## src/rtl/argmax_out_if.sv

```systemverilog
// Write/scan/result bus for argmax_out. The layer side drives master and
// the argmax stage is the slave.
interface argmax_out_if #(
   parameter int DATA_W = 16,
   parameter int ADDR_W = 12,
   parameter int IDX_W  = 4
);
   logic              wr_en;
   logic [ADDR_W-1:0] write_neuron_addr;
   logic [DATA_W-1:0] in;
   logic              done;
   logic              busy;
   logic              finished;
   logic [IDX_W-1:0]  class_idx;
   logic [DATA_W-1:0] result;

   modport master (
      output wr_en, write_neuron_addr, in, done,
      input  busy, finished, class_idx, result
   );

   modport slave (
      input  wr_en, write_neuron_addr, in, done,
      output busy, finished, class_idx, result
   );
endinterface

```

## src/rtl/argmax_out.sv

```systemverilog
// Output-layer argmax stage: captures NUM_OUT neuron values by address and
// scans them on a rising done edge. Define ARGMAX_SIGNED_EN for signed compare.
module argmax_out #(
   parameter int                 DATA_W    = 16,
   parameter int                 NUM_OUT   = 10,
   parameter int                 ADDR_W    = 12,
   parameter logic [ADDR_W-1:0]  BASE_ADDR = 12'hC00
) (
   input  logic       clk,
   input  logic       reset,
   argmax_out_if.slave bus
);
   localparam int IDX_W = $clog2(NUM_OUT);
   localparam logic [IDX_W-1:0] LAST = IDX_W'(NUM_OUT - 1);

`ifdef ARGMAX_SIGNED_EN
   typedef logic signed [DATA_W-1:0] val_t;
`else
   typedef logic [DATA_W-1:0] val_t;
`endif

   typedef enum logic {S_IDLE, S_SCAN} state_t;

   state_t           r_state;
   val_t             r_slot [NUM_OUT];
   logic             r_prev_done;
   logic [IDX_W-1:0] r_idx;
   val_t             r_best;
   logic [IDX_W-1:0] r_best_idx;
   logic             r_busy;
   logic             r_finished;
   logic [IDX_W-1:0] r_class_idx;
   val_t             r_result;

   logic [ADDR_W-1:0] w_off;
   logic              w_wr_hit;
   logic [IDX_W-1:0]  w_wr_idx;
   logic              w_start;
   val_t              w_cur;
   logic              w_gt;
   val_t              w_win_val;
   logic [IDX_W-1:0]  w_win_idx;

   // Subtract first so the decode never needs BASE_ADDR+NUM_OUT, which may wrap.
   assign w_off     = bus.write_neuron_addr - BASE_ADDR;
   assign w_wr_hit  = bus.wr_en && (bus.write_neuron_addr >= BASE_ADDR) &&
                      (w_off < ADDR_W'(NUM_OUT));
   assign w_wr_idx  = IDX_W'(w_off);
   assign w_start   = bus.done && !r_prev_done;

   assign w_cur     = r_slot[r_idx];
   assign w_gt      = w_cur > r_best;
   assign w_win_val = w_gt ? w_cur : r_best;
   assign w_win_idx = w_gt ? r_idx : r_best_idx;

   always_ff @(posedge clk) begin
      if (reset) begin
         r_state     <= S_IDLE;
         r_prev_done <= 1'b0;
         r_idx       <= '0;
         r_best      <= '0;
         r_best_idx  <= '0;
         r_busy      <= 1'b0;
         r_finished  <= 1'b0;
         r_class_idx <= '0;
         r_result    <= '0;
         for (int k = 0; k < NUM_OUT; k++) r_slot[k] <= '0;
      end else begin
         r_prev_done <= bus.done;
         r_finished  <= 1'b0;
         case (r_state)
            S_IDLE: begin
               if (w_wr_hit) r_slot[w_wr_idx] <= val_t'(bus.in);
               if (w_start) begin
                  r_state <= S_SCAN;
                  r_idx   <= '0;
                  r_busy  <= 1'b1;
               end
            end
            S_SCAN: begin
               if (r_idx == '0) begin
                  r_best     <= w_cur;
                  r_best_idx <= '0;
               end else if (w_gt) begin
                  r_best     <= w_cur;
                  r_best_idx <= r_idx;
               end
               // The last slot's comparison feeds the result directly.
               if (r_idx == LAST) begin
                  r_result    <= w_win_val;
                  r_class_idx <= w_win_idx;
                  r_finished  <= 1'b1;
                  r_busy      <= 1'b0;
                  r_state     <= S_IDLE;
               end else begin
                  r_idx <= r_idx + 1'b1;
               end
            end
            default: r_state <= S_IDLE;
         endcase
      end
   end

   assign bus.busy      = r_busy;
   assign bus.finished  = r_finished;
   assign bus.class_idx = r_class_idx;
   assign bus.result    = DATA_W'(r_result);
endmodule

```

## src/flat_wrapper.sv

```systemverilog
// flat-port wrapper written by rule: the top's interface ports become plain ports
module argmax_out_flat 
#(
   parameter int                 DATA_W    = 16,
   parameter int                 NUM_OUT   = 10,
   parameter int                 ADDR_W    = 12,
   parameter logic [ADDR_W-1:0]  BASE_ADDR = 12'hC00
)
  (clk, reset, bus_wr_en, bus_write_neuron_addr, bus_in, bus_done, bus_busy, bus_finished, bus_class_idx, bus_result);
  argmax_out_if #(.DATA_W(DATA_W), .ADDR_W(ADDR_W), .IDX_W((4))) bus_i ();
  input  logic clk;
  input  logic reset;
  input wire logic [$bits(bus_i.wr_en)-1:0] bus_wr_en;
  input wire logic [$bits(bus_i.write_neuron_addr)-1:0] bus_write_neuron_addr;
  input wire logic [$bits(bus_i.in)-1:0] bus_in;
  input wire logic [$bits(bus_i.done)-1:0] bus_done;
  output wire logic [$bits(bus_i.busy)-1:0] bus_busy;
  output wire logic [$bits(bus_i.finished)-1:0] bus_finished;
  output wire logic [$bits(bus_i.class_idx)-1:0] bus_class_idx;
  output wire logic [$bits(bus_i.result)-1:0] bus_result;
  assign bus_i.wr_en = bus_wr_en;
  assign bus_i.write_neuron_addr = bus_write_neuron_addr;
  assign bus_i.in = bus_in;
  assign bus_i.done = bus_done;
  assign bus_busy = bus_i.busy;
  assign bus_finished = bus_i.finished;
  assign bus_class_idx = bus_i.class_idx;
  assign bus_result = bus_i.result;
  argmax_out #(.DATA_W(DATA_W), .NUM_OUT(NUM_OUT), .ADDR_W(ADDR_W), .BASE_ADDR(BASE_ADDR)) u_core (.clk(clk), .reset(reset), .bus(bus_i));
endmodule
```

## config.mk

```make
export PLATFORM = sky130hd
export DESIGN_NAME = argmax_out_flat
export DESIGN_NICKNAME = d
export VERILOG_FILES = /design/src/rtl/argmax_out_if.sv /design/src/rtl/argmax_out.sv /design/src/flat_wrapper.sv
export SDC_FILE = /design/constraint.sdc
export NUM_CORES = 1
export LEC_CHECK = 0
export CORE_ASPECT_RATIO = 0.9
export CORE_UTILIZATION = 37
export CTS_CLUSTER_DIAMETER = 80
export DETAILED_ROUTE_END_ITERATION = 7
export SYNTH_ARGS = -nofsm -noshare
export SYNTH_HDL_FRONTEND = slang
export SYNTH_SLANG_ARGS = --single-unit
```

## constraint.sdc

```tcl
create_clock -name clk -period 5.3 [get_ports clk]
set_input_delay 0.53 -clock clk [delete_from_list [all_inputs] [get_ports clk]]
set_output_delay 0.53 -clock clk [all_outputs]
set_load 0.02 [all_outputs]
```

== Word-level counts from Yosys, hierarchy flattened ==
Memory sizes are Yosys's and may differ from the RTL's. A register that Yosys moved wholly into a read port is not among the register bits.
Cells that the tools add are included.

* ROM bits: 0
* Input bits: 32
* Bits in latches: 0
* Memories kept: 1
* Bits in writable memories: 160
* Flip-flop bits (word level): 48
* Word-level logic and storage cells: 55
* Output and inout port bits: 22

* Bitwise logic cells: 1
* Eq/ne operators: 4
* $mul: 0
* Shift operators: 0
* Reduce and logical (&&, ||, !) cells: 10
* Add/sub/neg operators: 2
* Mux-type cells: 25
* $lt $le $gt $ge: 3
* Div/mod/pow operators: 0

{| class="wikitable"
|+ Memory list
! memory !! depth !! bits a word !! rd ports !! clocked after Yosys merged registers in !! write ports !! RTL line !! text
|-
| u_core.r_slot || 10 || 16 || 1 || 1 || 10 || argmax_out.sv:25 || <nowiki>val_t r_slot [NUM_OUT];</nowiki>
|}

{| class="wikitable"
|+ Operators by type and width
! cell !! number
|-
| 16-bit two-way mux || 3
|-
| 4-bit two-way mux || 7
|-
| 16-bit > comparator || 1
|-
| 16-bit OR reduction || 1
|-
| 12-bit greater-or-equal comparator (second input constant) || 1
|-
| 12-bit by 4-bit less-than comparator with 1-bit output (second input constant) || 1
|-
| 1-bit two-way mux || 12
|-
| 12-bit subtractor (second input constant) || 1
|-
| 4-bit one-hot mux with 2 select lines || 1
|-
| 2-bit AND reduction || 3
|-
| 4-bit by 1-bit adder with 4-bit output (second input constant) || 1
|-
| 4-bit == test (second input constant) || 1
|-
| 4-bit logical NOT || 1
|-
| 2-bit != test (second input constant) || 2
|-
| 1-bit one-hot mux with 2 select lines || 2
|-
| 1-bit logical AND || 3
|-
| 2-bit by 1-bit != test with 1-bit output (second input constant) || 1
|-
| 2-bit OR reduction || 1
|-
| 1-bit logical NOT || 1
|-
| 1-bit inverter || 1
|}

== Depth between registers and ports, before layout ==
Gate-level depths: netlist of the first run.

* Word-level depth: 9
* Depth in mapped cells: 13
* Depth with buffers taken out: 10

== Least setup slack after synthesis of the first run ==
Ideal clock, no wire load.

* Path kind: reg-to-reg
* Start point: register (tool-made name)
* End point: register u_core.r_class_idx[0], in the netlist u_core.bus.class_idx[0]
* Arrival: 3482 ps
* Stages on the path, launching flop included: 14
* Library setup time: 86 ps
* Clock period less this slack: 3568 ps
* Buffers on the path: 3
* Path slack: 1732 ps
* Required time: 5214 ps
* Cells stage by stage: dfxtp_1 > buf_2 > buf_2 > mux4_2 > a22oi_1 > nand2_1 > ha_1 > a21o_1 > a21o_1 > a2111o_1 > o31a_2 > buf_6 > mux2i_1 > a211oi_1

{| class="wikitable"
|+ RTL lines
! what !! RTL line !! text
|-
| end signal, assigned || argmax_out.sv:91 || <nowiki>r_class_idx <= w_win_idx;</nowiki>
|-
| end, declared || argmax_out.sv:32 || <nowiki>logic [IDX_W-1:0] r_class_idx;</nowiki>
|}

==> results of run 1 <==
==> layer usage <==
layer  wire length, um  GRT usage
met2             14200      0.277
met3              1720     0.0385
met4               643     0.0434
met5                 0          0
met1             12800      0.227
==> how the worst max path moves through the flow <==
stage / end / cells after the start / start / slack [ns]
detailed placement: u_core.bus.result[15] / 11 / flop / 0.99
floorplan: u_core.bus.class_idx[0] / 13 / flop / 1.73
global route: u_core.r_best[4] / 11 / flop / 0.53
global placement: u_core.bus.result[4] / 11 / flop / 1.09
CTS: u_core.r_best[8] / 11 / flop / 0.96
finish: u_core.r_best[8] / 11 / flop / 0.97
==> power by group <==
part | internal [W] | leakage [nW] | switching, W | total [W]
combinational | 0.000166 | 1.93 | 0.000205 | 0.000371
clock | 0.00114 | 0.477 | 0.000912 | 0.00205
sequential | 0.00269 | 3.09 | 0.0000382 | 0.00273
==> tightest hold or removal path, stage by stage (launching register included) <==
cell and delay (ns):
dfxtp_1 0.31, nand3_1 0.06, a21oi_1 0.05
==> cell type report <==
cell class,count,area [sq um],area share
Clock buffer,42,866,0.0561
Inverter,35,131,0.00851
Timing Repair Buffer,85,816,0.0528
Clock inverter,16,78.8,0.00510
Sequential cell,308,8730,0.566
Multi-Input combinational cell,599,4240,0.274
Tap cell,462,578,0.0374
==> layout by cell type (no fill, tap or decap), drive strengths merged <==
cell | netlist | layout
a22o | 1 | 1
nand4 | 7 | 7
clkbuf | 35 | 42
nand2 | 41 | 41
edfxtp | 256 | 256
a211oi | 18 | 18
nor3 | 6 | 6
mux2i | 19 | 19
o31ai | 1 | 1
mux4 | 64 | 64
a21o | 4 | 4
nand2b | 9 | 9
a21oi | 29 | 29
conb | 1 | 96
nor4b | 1 | 1
ha | 19 | 19
and2 | 2 | 2
nor3b | 2 | 2
nor2 | 181 | 181
buf | 19 | 33
a22oi | 30 | 30
nor4 | 4 | 4
o31a | 3 | 3
inv | 35 | 36
clkinv | 0 | 15
or2 | 1 | 1
a41oi | 1 | 1
a41o | 1 | 1
clkdlybuf4s50 | 0 | 52
dfxtp | 52 | 52
a21boi | 1 | 1
nand3 | 28 | 28
nand3b | 2 | 2
a221oi | 1 | 1
and3 | 1 | 1
o21ai | 18 | 18
nor2b | 7 | 7
a2111o | 1 | 1
==> cells by family (layout without fill, tap and decap cells) <==
| group | after synthesis | in the layout |
|---|---|---|
| multiplexers | 83 | 83 |
| adder cells (fa/ha/maj) | 19 | 19 |
| AO/OA/AOI/OAI | 109 | 109 |
| AND/OR/NAND/NOR | 292 | 292 |
| other | 1 | 96 |
| flip-flops | 308 | 308 |
| buffers and inverters | 89 | 178 |
==> flip-flops by register name, indices dropped and copies added (netlist names), named ones only <==
signal	count
u_core.r_slot	256
u_core.bus.result	16
u_core.r_best	16
u_core.bus.class_idx	4
u_core.r_best_idx	4
u_core.r_idx	4
u_core.bus.busy	1
u_core.bus.finished	1
u_core.r_prev_done	1
u_core.r_state	1
==> through the flow <==
stage | cell area (sq um) | utilization | std cells
floorplan | 13300 | - | 996
global placement | 14500 | 0.423 | 1489
detailed placement | 14500 | 0.423 | 1489
CTS | 15400 | 0.451 | 1547
global route | 15400 | 0.451 | 1547
finish | 15400 | 0.451 | 1547
==> out/results.ini, run 1 <==
[outcome]
status=completed

[worst_setup_path]
crit_buf_inv=1
critPathMaxStageDelay_ns=0.72
critPathMaxFanout=25
end_kind=flop
arrival_ns=4.82
cp-start-kind=flop
rrSetupSlack_ns=0.97
path_class=reg -> reg
required_ns=5.79
rr_worst_depth=11
path_cells=buf_12 > mux4_2 > a22oi_1 > nand2_1 > ha_1 > nand4_1 > nor4_1 > a21boi_2 > o31a_1 > o21ai_0 > a21oi_1
crit_family=compound AO/OA/AOI/OAI gates
timing.rr.end=u_core.r_best[8]
slowest_stage=dfxtp_4

[grt]
grt_pass1_wl_um=45700
grt_pass1_vias=7779
grt_max_degree=58
grt_antenna_before_repair=0
grt-ovfl-total=0
gr-usage-all-layers=0.170

[sta]
fin_crit_sh=0.817
finalHoldViolations=0
grt_setup_unrepaired=false
setup_tns_ns=0
post-route-min-period_ns=4.33
maxSlewHeadroom=0.265
worst_pin_slew_ns=1.10
worst_slack_ns=0.972
whs_ns=0.470
final_max_slew_viol_count=0
finalClockSkew_ns=0.0180
fmax_ghz=0.231
finalSetupViolCount=0

[floorplan]
pin_count=54
fp.coreArea_sq_mm=0.0343
die_h_um=180
start_util=0.378
dieArea_sq_mm=0.0358
rows=64
die-width_um=199

[clock_tree]
ctsHoldBuffers=0
cts_tree=yes
cts_buffers=31
htreeDepth=1
clockRootBuffer=clkbuf_16
clk_pin_slew_worst_paths_ns=0.06
clock-sinks=308
cts_buffer_depth=3
clk_latency_ns=0.58
cts_resized=0
cts_setup_buffers=0

[power]
fin_total_pwr_w=0.00515
ir_drop_v=0.000245
p_per_area_mw_per_mm2=333
leakage_nw=5.50

[detailed_routing]
drc=0
antenna_left=0
wirelength_um=29400
drt-initial-drc-count=463
wl_per_cell_um=19.0
vias_per_cell=4.99
first_pass_iters=4
vias=7720

[min_path]
holdCritStartpoint=u_core.r_best_idx[3]
holdPathStages=2
hold_end=u_core.r_best_idx[3]
hold_class=reg -> reg

[yosys]
synth_xor_xnor_area_share=0
ys_top_cells_by_count=256 x edfxtp_1, 181 x nor2_1, 64 x mux4_2, 52 x dfxtp_1
ys_ff_latch=308
seq_area_frac_synth=0.673
yosys.area_share.simple=0.0984
synth-async-reset-ratio=0
yosysMostFrequentCell=edfxtp_1
yosysWarningCount=0
ys.flop_type=edfxtp_1
synth_area_leaders=edfxtp_1 59%, mux4_2 11%, dfxtp_1 8.0%, nor2_1 5.2%, ha_1 1.8%
yosysUniqueCellTypes=44
synthAdderAreaFrac=0.0183
yosysTopAreaCell=edfxtp_1
synth_top_family_by_area=multiplexers
syn_avg_cell_area_sq_um=14.4
synth_compound_area_frac=0.0555
syn_area_sq_mm=0.0130
synth_edf_count=256
synthMuxAreaShare=0.126
postSynthCellCount=901
yosysTopAreaCellShare=0.593

[final_layout]
antenna_cells=0
final_nets=1111
fillCellCount=3142
layout-drive-gt1-share=0.151
synthToLayoutAreaGrowth_pct=19.1

[run]
drv_cap=0

[placed_design]
io_buffers=53
gp_congestion=0.803
dpl.hpwl_um=18500
place_ws_ns=0.994

No activity file was read; power rests on OpenSTA's default activity.
==> run 2: changes to the inputs <==
Clock period 5.3 ns to 4.5 ns, I/O delays scaled along.
==> out/results.ini, run 2 (synthesized netlist as in run 1, its figures left out) <==
[clock_tree]
clock-sinks=308  ; unchanged
cts_tree=yes
clk_latency_ns=0.51  ; -0.07 ns
clk_pin_slew_worst_paths_ns=0.06  ; about the same
cts_setup_buffers=0  ; unchanged
htreeDepth=2  ; +1
clockRootBuffer=clkbuf_16
cts_buffer_depth=3  ; unchanged
cts_buffers=34  ; +9.7%

[final_layout]
fin_area_sq_mm=0.0156  ; +1.0%
layout_common_cells=256 x edfxtp_1, 180 x nor2_1, 96 x conb_1, 64 x mux4_2, 52 x clkdlybuf4s50_1
antenna_cells=0  ; unchanged
final_util=0.455  ; +0.00464
largest_reg_flops=256  ; unchanged
synthToLayoutAreaGrowth_pct=20.3
layout-drive-gt1-share=0.155  ; +0.00361
layout_commonest_cell=edfxtp_1
regMostFlops=u_core.r_slot
final_nets=1120  ; +0.81%
fillCellCount=3144  ; +0.064%

[sta]
finalClockSkew_ns=0.0123  ; -0.00576 ns
setup_tns_ns=0  ; unchanged
finalHoldViolations=0  ; unchanged
finalSetupViolCount=0  ; unchanged
whs_ns=0.455  ; -0.0155 ns
fin_crit_sh=0.888  ; +0.0716
post-route-min-period_ns=4.00  ; -0.331 ns
maxSlewHeadroom=0.351  ; +0.0855
worst_pin_slew_ns=0.971  ; -0.132 ns
final_max_slew_viol_count=0  ; unchanged
fmax_ghz=0.250  ; +8.3%
grt_setup_unrepaired=false

[floorplan]
start_util=0.378  ; unchanged
dieArea_sq_mm=0.0358  ; unchanged
rows=64  ; unchanged
pin_count=54  ; unchanged
fp.coreArea_sq_mm=0.0343  ; unchanged
die_h_um=180  ; unchanged
die-width_um=199  ; unchanged

[placed_design]
dpl.hpwl_um=19200  ; +4.0%
gp_congestion=0.765  ; -4.7%
dpl_cell_area_sq_mm=0.0145  ; +0.31%
io_buffers=53  ; unchanged

[worst_setup_path]
arrival_ns=4.36  ; -0.46 ns
rrSetupSlack_ns=0.50  ; -0.47 ns
crit_family=compound AO/OA/AOI/OAI gates
critPathMaxStageDelay_ns=0.53  ; -0.19 ns
critPathMaxFanout=30  ; +20%
slowest_stage=mux4_2
required_ns=4.86  ; -0.93 ns
path_class=reg -> reg
cp-start-kind=flop
crit_buf_inv=1  ; unchanged
path_cells=buf_12 > mux4_2 > a22oi_1 > nand2_1 > ha_1 > nand4_1 > nor4_1 > a21boi_2 > o31a_4 > mux2i_1 > a211oi_1
end_kind=flop

[min_path]
hold_class=reg -> reg
holdCritStartpoint=u_core.bus.class_idx[2]

[run]
drv_cap=0  ; unchanged

[power]
p_per_area_mw_per_mm2=403  ; +21%
leakage_nw=5.57  ; +1.3%
ir_drop_v=0.000242  ; -1.4%

[detailed_routing]
first_pass_iters=5  ; +1
wirelength_um=30000  ; +1.8%
wl_per_cell_um=19.3  ; +1.4%
antenna_left=0  ; unchanged
vias=7849  ; +1.7%
drt-initial-drc-count=613  ; +32%
vias_per_cell=5.05  ; +1.2%
drc=0  ; unchanged

[grt]
grt-ovfl-total=0  ; unchanged
grt_max_degree=60  ; +3.4%
grt_pass1_wl_um=46100  ; +0.91%
grt_pass1_vias=7852  ; +0.94%
grt_antenna_before_repair=0  ; unchanged
gr-usage-all-layers=0.173  ; +0.00294

[outcome]
status=completed

run 2: cell types whose count changed in the layout (fill, tap and decap cells not counted), moves of 2 or more:
cell,change
buf_4,+6
clkbuf_16,+5
clkbuf_2,-3
clkbuf_8,-2
clkinv_1,+3
clkinv_2,-2
run 2: what timing repair did:
action	CTS	global route
hold buffers	0	0
setup endpoints to repair	0	36
gates resized for setup	0	2
run 2: final timing paths:
path                                                end  cells after the start
worst max-delay path               u_core.bus.result[3]                     11
worst min-delay path            u_core.bus.class_idx[2]                      2
worst max register to register     u_core.bus.result[3]                     11
worst min register to register  u_core.bus.class_idx[2]                      2
run 2: layout make-up:
type / count / area [sq um] / area share
clock buffers: 41 / 941 / 0.0603
clock inverters: 18 / 109 / 0.00698
inverters: 35 / 131 / 0.00842
multi-input cells: 599 / 4250 / 0.272
flip-flops and latches: 308 / 8730 / 0.560
well taps: 462 / 578 / 0.0371
repair buffers: 91 / 861 / 0.0552
run 2: power by group:
part | total (W) | leakage, nW | switching (W) | internal (W)
Clock | 0.00263 | 0.514 | 0.00109 | 0.00154
Combinational | 0.000455 | 1.97 | 0.000253 | 0.000202
Sequential | 0.00320 | 3.09 | 0.0000365 | 0.00317
Total | 0.00629 | 5.57 | 0.00138 | 0.00491
run 2: through the flow:
stage          std cells  power (W)  worst slack [ns]
2_1_floorplan        996    0.00357             0.932
3_3_place_gp        1495    0.00371             0.390
3_5_place_dp        1495    0.00372             0.273
4_1_cts             1554    0.00635             0.270
5_1_grt             1554    0.00650             0.142
6_report            1554    0.00629             0.503
run 2: per-layer routing:
metal / vias to the layer above / share of wire / track usage
met5: - / 0 / 0
met4: 0 / 0.019 / 0.0504
met3: 45 / 0.074 / 0.0430
met2: 258 / 0.48 / 0.276
met1: 3914 / 0.43 / 0.232
li1: 3632 / - / -
run 2: worst register-to-register path: cells and delay by family (launching register included):
kind	cells	cell delay [ns]
buffers and inverters	1	0.29
muxes	2	0.83
AOI/OAI and AO/OA	4	1.04
adders and majority gates	1	0.35
and+or+nand+nor	3	0.90
DFF	1	0.45
